**src/rtl/tree_deserializer.sv**
```systemverilog
// Serial-to-parallel receiver: hunts for SYNC_WORD to recover word alignment,
// then emits MSB-first payload words with a one-cycle valid strobe.
module tree_deserializer #(
  parameter int                 WIDTH     = 8,
  parameter int                 LOGWIDTH  = 3,
  parameter logic [WIDTH-1:0]   SYNC_WORD = 8'hBC,
  parameter int                 LOCK_CNT  = 4
) (
  input  logic             clk,
  input  logic             reset,
  input  logic             data_i,
  input  logic             relock_i,
  output logic [WIDTH-1:0] data_o,
  output logic             valid_o,
  output logic             locked_o,
  output logic             sync_err_o
);

  typedef enum logic [1:0] {HUNT, VERIFY, LOCKED} state_t;

  state_t              state_q;
  logic                data_q;
  logic [WIDTH-1:0]    sr_q, sr_d;
  logic [LOGWIDTH-1:0] cnt_q, cnt_d;
  logic [3:0]          match_cnt_q;
  logic [WIDTH-1:0]    data_o_q;
  logic                valid_q, locked_q, sync_err_q;
  logic                boundary, sync_hit, lock_reached;

  always_comb begin
    sr_d         = {sr_q[WIDTH-2:0], data_q};
    sync_hit     = (sr_d == SYNC_WORD);
    boundary     = (cnt_q == LOGWIDTH'(WIDTH - 1));
    cnt_d        = boundary ? '0 : cnt_q + 1'b1;
    lock_reached = (({1'b0, match_cnt_q} + 5'd1) == 5'(LOCK_CNT));
  end

  // locked_o is updated on the same edge that enters or leaves LOCKED.
  always_ff @(posedge clk or posedge reset) begin
    if (reset) begin
      state_q     <= HUNT;
      data_q      <= 1'b0;
      sr_q        <= '0;
      cnt_q       <= '0;
      match_cnt_q <= '0;
      data_o_q    <= '0;
      valid_q     <= 1'b0;
      locked_q    <= 1'b0;
      sync_err_q  <= 1'b0;
    end else begin
      data_q     <= data_i;
      sr_q       <= sr_d;
      cnt_q      <= cnt_d;
      valid_q    <= 1'b0;
      sync_err_q <= 1'b0;
      if (relock_i) begin
        state_q     <= HUNT;
        match_cnt_q <= '0;
        locked_q    <= 1'b0;
      end else begin
        case (state_q)
          HUNT: begin
            if (sync_hit) begin
              cnt_q       <= '0;
              match_cnt_q <= 4'd1;
              if (LOCK_CNT == 1) begin
                state_q  <= LOCKED;
                locked_q <= 1'b1;
              end else begin
                state_q  <= VERIFY;
              end
            end
          end
          VERIFY: begin
            if (boundary) begin
              if (sync_hit) begin
                match_cnt_q <= match_cnt_q + 4'd1;
                if (lock_reached) begin
                  state_q  <= LOCKED;
                  locked_q <= 1'b1;
                end
              end else begin
                state_q     <= HUNT;
                match_cnt_q <= '0;
                sync_err_q  <= 1'b1;
              end
            end
          end
          LOCKED: begin
            // Sync words double as idle fill and are never delivered.
            if (boundary && !sync_hit) begin
              data_o_q <= sr_d;
              valid_q  <= 1'b1;
            end
          end
          default: begin
            state_q     <= HUNT;
            match_cnt_q <= '0;
            locked_q    <= 1'b0;
          end
        endcase
      end
    end
  end

  assign data_o     = data_o_q;
  assign valid_o    = valid_q;
  assign locked_o   = locked_q;
  assign sync_err_o = sync_err_q;

endmodule

```
**config.mk**
```make
export PLATFORM = sky130hd
export DESIGN_NAME = tree_deserializer
export DESIGN_NICKNAME = d
export VERILOG_FILES = /design/src/rtl/tree_deserializer.sv
export SDC_FILE = /design/constraint.sdc
export NUM_CORES = 1
export LEC_CHECK = 0
export BUFFER_PORTS_ARGS = -buffer_cell sky130_fd_sc_hd__buf_4
export CORE_ASPECT_RATIO = 0.7
export CORE_MARGIN = 2
export CORE_UTILIZATION = 30
export DETAILED_ROUTE_END_ITERATION = 8
export GPL_ROUTABILITY_DRIVEN = 0
export PLACE_DENSITY_LB_ADDON = 0.2
export SYNTH_ARGS = -nofsm -noshare
export SYNTH_HDL_FRONTEND = slang
export SYNTH_SLANG_ARGS = --single-unit
```
**constraint.sdc**
```tcl
create_clock -name clk -period 4 [get_ports clk]
set_input_delay 0 -clock clk [delete_from_list [all_inputs] [get_ports clk]]
set_output_delay 0 -clock clk [all_outputs]
set_load 0.1 [all_outputs]
```
==> impl_metrics.ini, run 1 <==
[run]
cap_violations = 0

[cts]
h-tree-depth = 1
clock-sinks = 28
cts.root.buffer_cell = clkbuf_8
postCtsSetupBuffers = 0
cts_buffers = 3
clkSlewWorstSetupHoldPaths_ns = 0.09
clkLatencyLatePin_ns = 0.27
cts_tree = yes
cts_buffer_depth = 2

[timing]
worst_pin_slew_ns = 1.034
relSlewSlack_pct = 30.99
setup_viol = 0
max_freq_mhz = 578.8
grt_setup_unrepaired = no
finalClockSkew_ns = 0.006541
setup_tns_ns = 0
hold_viol_final = 28
holdWs_ns = -0.02375
post-route-period-util_pct = 43.20
maxSlewViolCount = 0
min_period_ns = 1.728

[yosys]
yosysMostFrequentCell = dfrtp_1
synth_top_area_share_pct = 61.54
synth-seq-area-share_pct = 61.54
synth_enable_flop_cells = 0
avgSynthCellArea_um2 = 13.24
synth_top_flop_cell = dfrtp_1
syn_nets = 93
ys_ff_latch = 28
synthTopCellsByCount = dfrtp_1 (28), mux2_2 (8), inv_1 (7)
yosysUniqueCellTypes = 29
synth_cells = 86
ys_warn_count = 0
synth_area_leaders = dfrtp_1 (62%), mux2_2 (7.9%), ha_1 (3.3%)
synth_top_area_cell = dfrtp_1
syn_area_um2 = 1139
synthArstFlopShare_pct = 100.0

[cells_and_area]
nFillCells = 326
layout-area-overhead-vs-synth_pct = 20.66
n_antenna_cell = 0
seq_area_um2 = 700.7
multi_input_area_um2 = 404.1
drive_gt1_share_pct = 31.43
nets = 113
utilization_pct = 38.36

[critical_path]
crit_arrival_ns = 1.89
end_kind = flip-flop
cp_slowest_cell = dfrtp_1
crit_chain = nand4bb_1, or2_4, nand4_4, mux2_2
cp.required_ns = 4.16
path_buf_inv = 0
max_stage_delay_ns = 0.41
crit_path_end = data_o[4]$_DFFE_PP0P_
cp-startpoint = sr_q[0]$_DFF_PP0_
r2r_setup_slack_ns = 2.27
critical_path_depth = 4
r2r-start = sr_q[0]$_DFF_PP0_
start_kind = flip-flop
r2r_cells = 4
path_delay_family = simple AND/OR/NAND/NOR gates
crit_type = reg -> reg
worst-path-max-fanout = 9
regToRegEndpoint = data_o[4]$_DFFE_PP0P_

[run_status]
violations = hold timing
status = finished with violations

[power]
p_leak_nw = 0.6501
ir_drop_mv = 0.1581
powerDensity_nw_per_um2 = 396.9

[grt]
grt_usage_pct = 10.42
first_global_vias = 748
antenna_found_initial = 0
grt_overflow = 0
grt_pass1_wl_um = 3532
grt_max_degree = 29

[placed_design]
port_buffers = 14
dpl.hpwl_um = 1439

[die]
start_util_pct = 31.80
die_width_um = 77.64
core_um2 = 3581
dieArea_um2 = 4312
io_pins = 15
rows = 18
die_h_um = 55.55

[detailed_routing]
vias = 722
drcViolationCount = 0
first_pass_iters = 4
wirelength_um = 1998
post_drt_wl_per_cell_um = 12.89
route.detailed.vias_per_inst = 4.658
first_iter_violations = 44
detail-route-antenna-nets = 0

[worst_hold_path]
min-delay-path-class = in -> async
## logic make-up (layout without fill, tap and decap cells)
family	count (synthesis)	in the layout	share of synthesized area (%)
buf+inv	8	27	2.968
fa+ha+maj	3	3	3.297
flops	28	28	61.54
compound gates	11	11	7.363
mux	9	9	8.792
simple gates	27	27	16.05
## what timing repair did
item	in CTS	in global routing
hold endpoints to repair	3	0
hold buffers	2	0
resized for setup	0	0
endpoints found under the setup margin	0	0
## final cells by class
class	count	share of cell area [%]
clock buffers	4	4.007
inverters	7	1.913
multi-input cells	50	29.42
flip-flops and latches	28	51.00
well taps	50	4.554
repair buffers	16	9.107
## placed cells by master (no fill, tap or decap), drive strengths merged
master | netlist | final
buf | 1 | 14
nand4b | 1 | 1
nor2b | 2 | 2
nand4bb | 1 | 1
ha | 3 | 3
nand3 | 3 | 3
mux2i | 1 | 1
inv | 7 | 7
a21oi | 2 | 2
a22oi | 2 | 2
nand2 | 2 | 2
a41oi | 1 | 1
nor3b | 1 | 1
nor2 | 5 | 5
clkbuf | 0 | 4
nand4 | 2 | 2
o22a | 1 | 1
mux2 | 8 | 8
dfrtp | 28 | 28
or3 | 1 | 1
or3b | 1 | 1
nor3 | 6 | 6
or2 | 2 | 2
a32o | 1 | 1
o21ai | 2 | 2
dlygate4sd3 | 0 | 2
o211ai | 2 | 2
## sequential cells by signal, summed over array words and instances, names as in the netlist
name	flops
data_o	8
sr_q	7
match_cnt_q	4
cnt_q	3
state_q	2
data_q	1
locked_o	1
sync_err_o	1
valid_o	1
## per-layer routing
layer  global-route usage (%)  wire [µm]  up-vias
met5                        0          0        -
met4                    3.316         14        0
met3                    4.085         94        2
met2                    15.27        881       18
met1                    14.09       1008      357
li1                         -          -      345
## per-stage QoR
| step | cell area [µm²] | cells | power (mW) | hold slack [ns] | setup slack [ns] |
|---|---|---|---|---|---|
| global placement | 1299 | 149 | 0.3758 | 0.1103 | 2.326 |
| finish | 1374 | 155 | 0.5452 | -0.02375 | 2.272 |
| global route | 1374 | 155 | 0.5756 | 0.07025 | 2.141 |
| detailed placement | 1299 | 149 | 0.3784 | 0.1116 | 2.250 |
| floorplan | 1139 | 86 | 0.3653 | 0.03143 | 2.446 |
| CTS | 1374 | 155 | 0.5560 | 0.02096 | 2.245 |
## power breakdown
group	internal, mW	total, mW	switching, mW
clock	0.0880	0.172	0.0841
combinational	0.0268	0.0608	0.0340
sequential	0.304	0.312	0.00861
## worst min-delay path by stage
stage               startpoint               endpoint  slack [ns]  cells after the start
floorplan               data_i       data_q$_DFF_PP0_        0.03                      0
global placement        data_i       data_q$_DFF_PP0_        0.11                      1
detailed placement      data_i       data_q$_DFF_PP0_        0.11                      1
CTS                      reset  data_o[5]$_DFFE_PP0P_        0.02                      2
global route             reset  data_o[5]$_DFFE_PP0P_        0.07                      2
finish                   reset  data_o[6]$_DFFE_PP0P_       -0.02                      2
Note: power is estimated with default switching activity, not from simulation.
==> inputs of run 2 (changes only) <==
==> constraint.sdc (replaced) <==
create_clock -name clk -period 1.4 [get_ports clk]
set_input_delay 0 -clock clk [delete_from_list [all_inputs] [get_ports clk]]
set_output_delay 0 -clock clk [all_outputs]
set_load 0.1 [all_outputs]
==> run 2 against run 1 <==
The run ends with setup timing left. Worst hold slack improved by 0.35 ns. Setup slack got worse by 2.4 ns. Cell area increased by 25%. Cell count increased by 16%. Largest power group unchanged.
==> impl_metrics.ini, run 2 (synthesized netlist as in run 1, its figures left out) <==
[run_status]
status = finished with violations
violations = setup timing

[die]
die_h_um = 55.55
rows = 18
core_um2 = 3581
dieArea_um2 = 4312
die_width_um = 77.64
io_pins = 15
start_util_pct = 31.80

[timing]
setup_tns_ns = -0.9934
maxSlewViolCount = 0
grt_setup_unrepaired = yes
hold_viol_final = 0
post-route-period-util_pct = 107.1
setup_viol = 15
worst_pin_slew_ns = 0.5786
max_freq_mhz = 667.1
finalClockSkew_ns = 0.003486
relSlewSlack_pct = 61.38
finalWorstSetupSlack_ns = -0.09902
min_period_ns = 1.499

[detailed_routing]
first_iter_violations = 50
detail-route-antenna-nets = 0
wirelength_um = 2494
route.detailed.vias_per_inst = 4.683
first_pass_iters = 4
post_drt_wl_per_cell_um = 13.86
vias = 843
drcViolationCount = 0

[critical_path]
cp_slowest_cell = dfrtp_1
crit_arrival_ns = 1.67
start_kind = flip-flop
max_stage_delay_ns = 0.39
cp.required_ns = 1.57
end_kind = flip-flop
crit_type = reg -> reg
worst-path-max-fanout = 5
crit_chain = nand4b_1, or2_4, nand4_4, mux2_4

[power]
p_leak_nw = 0.8127
powerDensity_nw_per_um2 = 1079
ir_drop_mv = 0.5679

[cells_and_area]
utilization_pct = 47.80
stdcell_area_um2 = 1712
final_cell_mix = buf_4 (33), dfrtp_1 (26), mux2_4 (8)
final_common_cell = buf_4
layout-area-overhead-vs-synth_pct = 50.33
largest_register_ffs = 8
fin_cells = 180
nets = 138
n_antenna_cell = 0
drive_gt1_share_pct = 53.85

[grt]
antenna_found_initial = 0
grt_usage_pct = 12.41
grt_pass1_wl_um = 4167
grt_max_degree = 17
first_global_vias = 845
grt_overflow = 0

[cts]
clkSlewWorstSetupHoldPaths_ns = 0.10
h-tree-depth = 1
cts_buffer_depth = 2
clkLatencyLatePin_ns = 0.28
cts_buffers = 3
clock-sinks = 28
cts_tree = yes
cts.root.buffer_cell = clkbuf_8

[placed_design]
place_area_um2 = 1464
pre_cts_slack_ns = -0.1304
dp_cells = 167
port_buffers = 14
dpl.hpwl_um = 1676

[run]
cap_violations = 0

[worst_hold_path]
min-delay-path-class = in -> async
## run 2: changes by cell type in the layout (fill, tap and decap cells not counted), sizes merged
cell         previous run  this run
buf                    14        37
bufinv                  0         1
clkbuf                  4         3
dlygate4sd3             2         3
nand4                   2         3
## run 2: routing by layer
layer / share of wire (%) / wire length [µm] / track usage (%)
met5: 0 / 0 / 0
met4: 0 / 0 / 2.296
met3: 4.3 / 106 / 4.412
met2: 46 / 1139 / 17.86
met1: 50 / 1248 / 18.05
## run 2: power breakdown
group,switching (mW),internal (mW)
clock,0.255,0.383
combinational,0.143,0.163
sequential,0.0361,0.868
total,0.434,1.41
## run 2: layout make-up
type	instances	area, µm²
fill	337	1869
sequential	28	703.2
clock buffer	3	41.29
tap	50	62.56
clock inverter	1	30.03
timing repair buffer	40	331.6
multi-input combinational	51	516.7
inverter	7	26.28
## run 2: through the flow
step | power, mW | hold WS, ns
after global placement | 1.127 | 0.08212
after global routing | 1.955 | 0.3485
final | 1.847 | 0.3289
after CTS | 1.821 | 0.3436
after floorplan | 1.056 | 0.03143
after detailed placement | 1.142 | 0.1056
## run 2: final timing paths
kind                                   start                     to  slack (ns)  cells past startpoint
max                        sr_q[5]$_DFF_PP0_  data_o[3]$_DFFE_PP0P_        -0.1                      4
min                                    reset     cnt_q[1]$_DFF_PP0_        0.33                      3
max reg2reg                sr_q[5]$_DFF_PP0_  data_o[3]$_DFFE_PP0P_        -0.1                      4
min reg2reg                sr_q[4]$_DFF_PP0_      sr_q[5]$_DFF_PP0_        0.41                      0
max in group asynchronous              reset  data_o[5]$_DFFE_PP0P_        0.59                      4
min in group clk                      data_i       data_q$_DFF_PP0_        0.36                      2
## run 2: critical path: cells and delay by family, from the launching register on
family,cells,cell delay (ns)
DFF,1,0.39
muxes,1,0.32
and+or+nand+nor,3,0.69
## run 2: timing repair
item / CTS / global route
setup buffers: 3 / 3
pin swaps: 6 / 3
gates cloned: 1 / 0
hold endpoints to repair: 15 / 0
endpoints found under the setup margin: 19 / 20
hold buffers: 3 / 0
resized for setup: 13 / 13
==> inputs of run 3 (changes only) <==
--- a/config.mk
+++ b/config.mk
@@ -7,7 +7,7 @@
 export LEC_CHECK = 0
 export BUFFER_PORTS_ARGS = -buffer_cell sky130_fd_sc_hd__buf_4
 export CORE_ASPECT_RATIO = 0.7
-export CORE_MARGIN = 2
+export CORE_MARGIN = 1.5
 export CORE_UTILIZATION = 30
 export DETAILED_ROUTE_END_ITERATION = 8
 export GPL_ROUTABILITY_DRIVEN = 0
==> run 3 against run 2 <==
The run still ends with setup timing left. Clock-buffer cell count grew 1. Sequential cell count is the same. Core utilization shrank 0.70 points. Cell area shrank 1.5%. Clock power shrank 23%. Sequential power is essentially flat. Maximum frequency shrank 0.86%. Worst hold slack lost 0.23 ns.
==> impl_metrics.ini, run 3 (synthesized netlist as in run 1, its figures left out) <==
[critical_path]
max_stage_delay_ns = 0.39
crit_arrival_ns = 1.67
cp_slowest_cell = dfrtp_1
path_delay_family = simple AND/OR/NAND/NOR gates
start_kind = flip-flop
cp.required_ns = 1.56
crit_chain = nand4bb_4, or2_4, nand4_4, mux2_4
end_kind = flip-flop
worst-path-max-fanout = 5
crit_type = reg -> reg
path_buf_inv = 0

[placed_design]
dpl.hpwl_um = 1521
dp_cells = 165
port_buffers = 14

[die]
die_width_um = 76.64
rows = 18
dieArea_um2 = 4180
core_um2 = 3581
die_h_um = 54.55
start_util_pct = 31.80
io_pins = 15

[cts]
cts_buffer_depth = 2
clock-sinks = 28
cts_buffers = 3
clkSlewWorstSetupHoldPaths_ns = 0.10
clkLatencyLatePin_ns = 0.27
cts.root.buffer_cell = clkbuf_8
cts_tree = yes
h-tree-depth = 1

[timing]
maxSlewViolCount = 0
min_period_ns = 1.512
hold_viol_final = 0
relSlewSlack_pct = 63.20
setup_tns_ns = -1.229
post-route-period-util_pct = 108.0
finalWorstSetupSlack_ns = -0.1121
finalClockSkew_ns = 0.008344
max_freq_mhz = 661.3
setup_viol = 16
worst_pin_slew_ns = 0.5514
grt_setup_unrepaired = yes

[cells_and_area]
n_antenna_cell = 0
seq_area_um2 = 701.9
final_common_cell = buf_4
final_cell_mix = buf_4 (35), dfrtp_1 (27), mux2_4 (8)
nFillCells = 325
layout-area-overhead-vs-synth_pct = 48.13
largest_register_ffs = 8
fin_cells = 180
drive_gt1_share_pct = 51.54
utilization_pct = 47.10
nets = 138
multi_input_area_um2 = 516.7

[detailed_routing]
first_iter_violations = 26
first_pass_iters = 4
route.detailed.vias_per_inst = 4.633
detail-route-antenna-nets = 0
drcViolationCount = 0
post_drt_wl_per_cell_um = 12.49
vias = 834
wirelength_um = 2248

[run]
cap_violations = 0

[run_status]
status = finished with violations
violations = setup timing

[power]
p_leak_nw = 0.8093
powerDensity_nw_per_um2 = 995.5
ir_drop_mv = 0.3600

[grt]
grt_max_degree = 17
grt_pass1_wl_um = 4091
antenna_found_initial = 0
grt_usage_pct = 12.83
grt_overflow = 0
first_global_vias = 872

[worst_hold_path]
min-delay-path-class = in -> reg
-- run 3: cell types whose count changed in the layout (fill, tap and decap cells not counted), sizes merged --
cell    delta
bufinv     -1
clkbuf     +1
-- run 3: cell type report --
type                    instances  share of cell area (%)
clock buffers                   4                   3.264
inverters                       7                   1.558
multi-input cells              51                   30.64
flip-flops and latches         28                   41.62
well taps                      50                   3.709
repair buffers                 40                   19.21
-- run 3: metrics by stage --
stage / hold slack (ns) / power [mW] / worst slack, ns / area (µm²)
after detailed placement: 0.1053 / 1.137 / -0.1265 / 1449
after CTS: 0.07672 / 1.661 / -0.1170 / 1644
after floorplan: 0.03143 / 1.056 / -0.09983 / 1160
final: 0.09785 / 1.679 / -0.1121 / 1687
after global placement: 0.09606 / 1.127 / -0.1473 / 1449
after global routing: 0.1138 / 1.790 / -0.1783 / 1687
-- run 3: report_power, final --
group / total [mW] / internal [mW] / switching [mW] / leakage [nW]
clock network: 0.494 / 0.251 / 0.242 / 0.0288
registers: 0.903 / 0.868 / 0.0347 / 0.364
logic: 0.283 / 0.150 / 0.133 / 0.416
-- run 3: worst paths after layout --
kind                       slack, ns         startpoint  depth (start not counted)               endpoint
setup / recovery               -0.11   data_q$_DFF_PP0_                          4  data_o[1]$_DFFE_PP0P_
hold / removal                   0.1           relock_i                          3   locked_o$_DFFE_PP0P_
setup reg to reg               -0.11   data_q$_DFF_PP0_                          4  data_o[1]$_DFFE_PP0P_
hold reg to reg                 0.42  sr_q[4]$_DFF_PP0_                          0      sr_q[5]$_DFF_PP0_
max in group asynchronous       0.61              reset                          4      sr_q[4]$_DFF_PP0_
min in group asynchronous       0.32              reset                          3     cnt_q[0]$_DFF_PP0_
-- run 3: timing repair --
action	4_1_cts	5_1_grt
cloned	1	0
gates resized for setup	14	6
hold buffers	3	0
hold endpoints to repair	15	0
pin swaps	5	8
endpoints found under the setup margin	18	19
buffers inserted	5	2
-- run 3: worst register-to-register path, delay by kind of cell (launching register included) --
family / cells / cell delay (ns)
flip-flops: 1 / 0.39
multiplexers: 1 / 0.32
AND/OR/NAND/NOR: 3 / 0.70
-- run 3: metal layers --
layer  track usage, %  share of wire [%]  vias to the layer above
met3            4.000                4.0                        4
li1                 -                  -                      399
met2            22.02                 46                       17
met1            16.36                 49                      414
met4            2.778                1.3                        0
met5                0                  0                        -
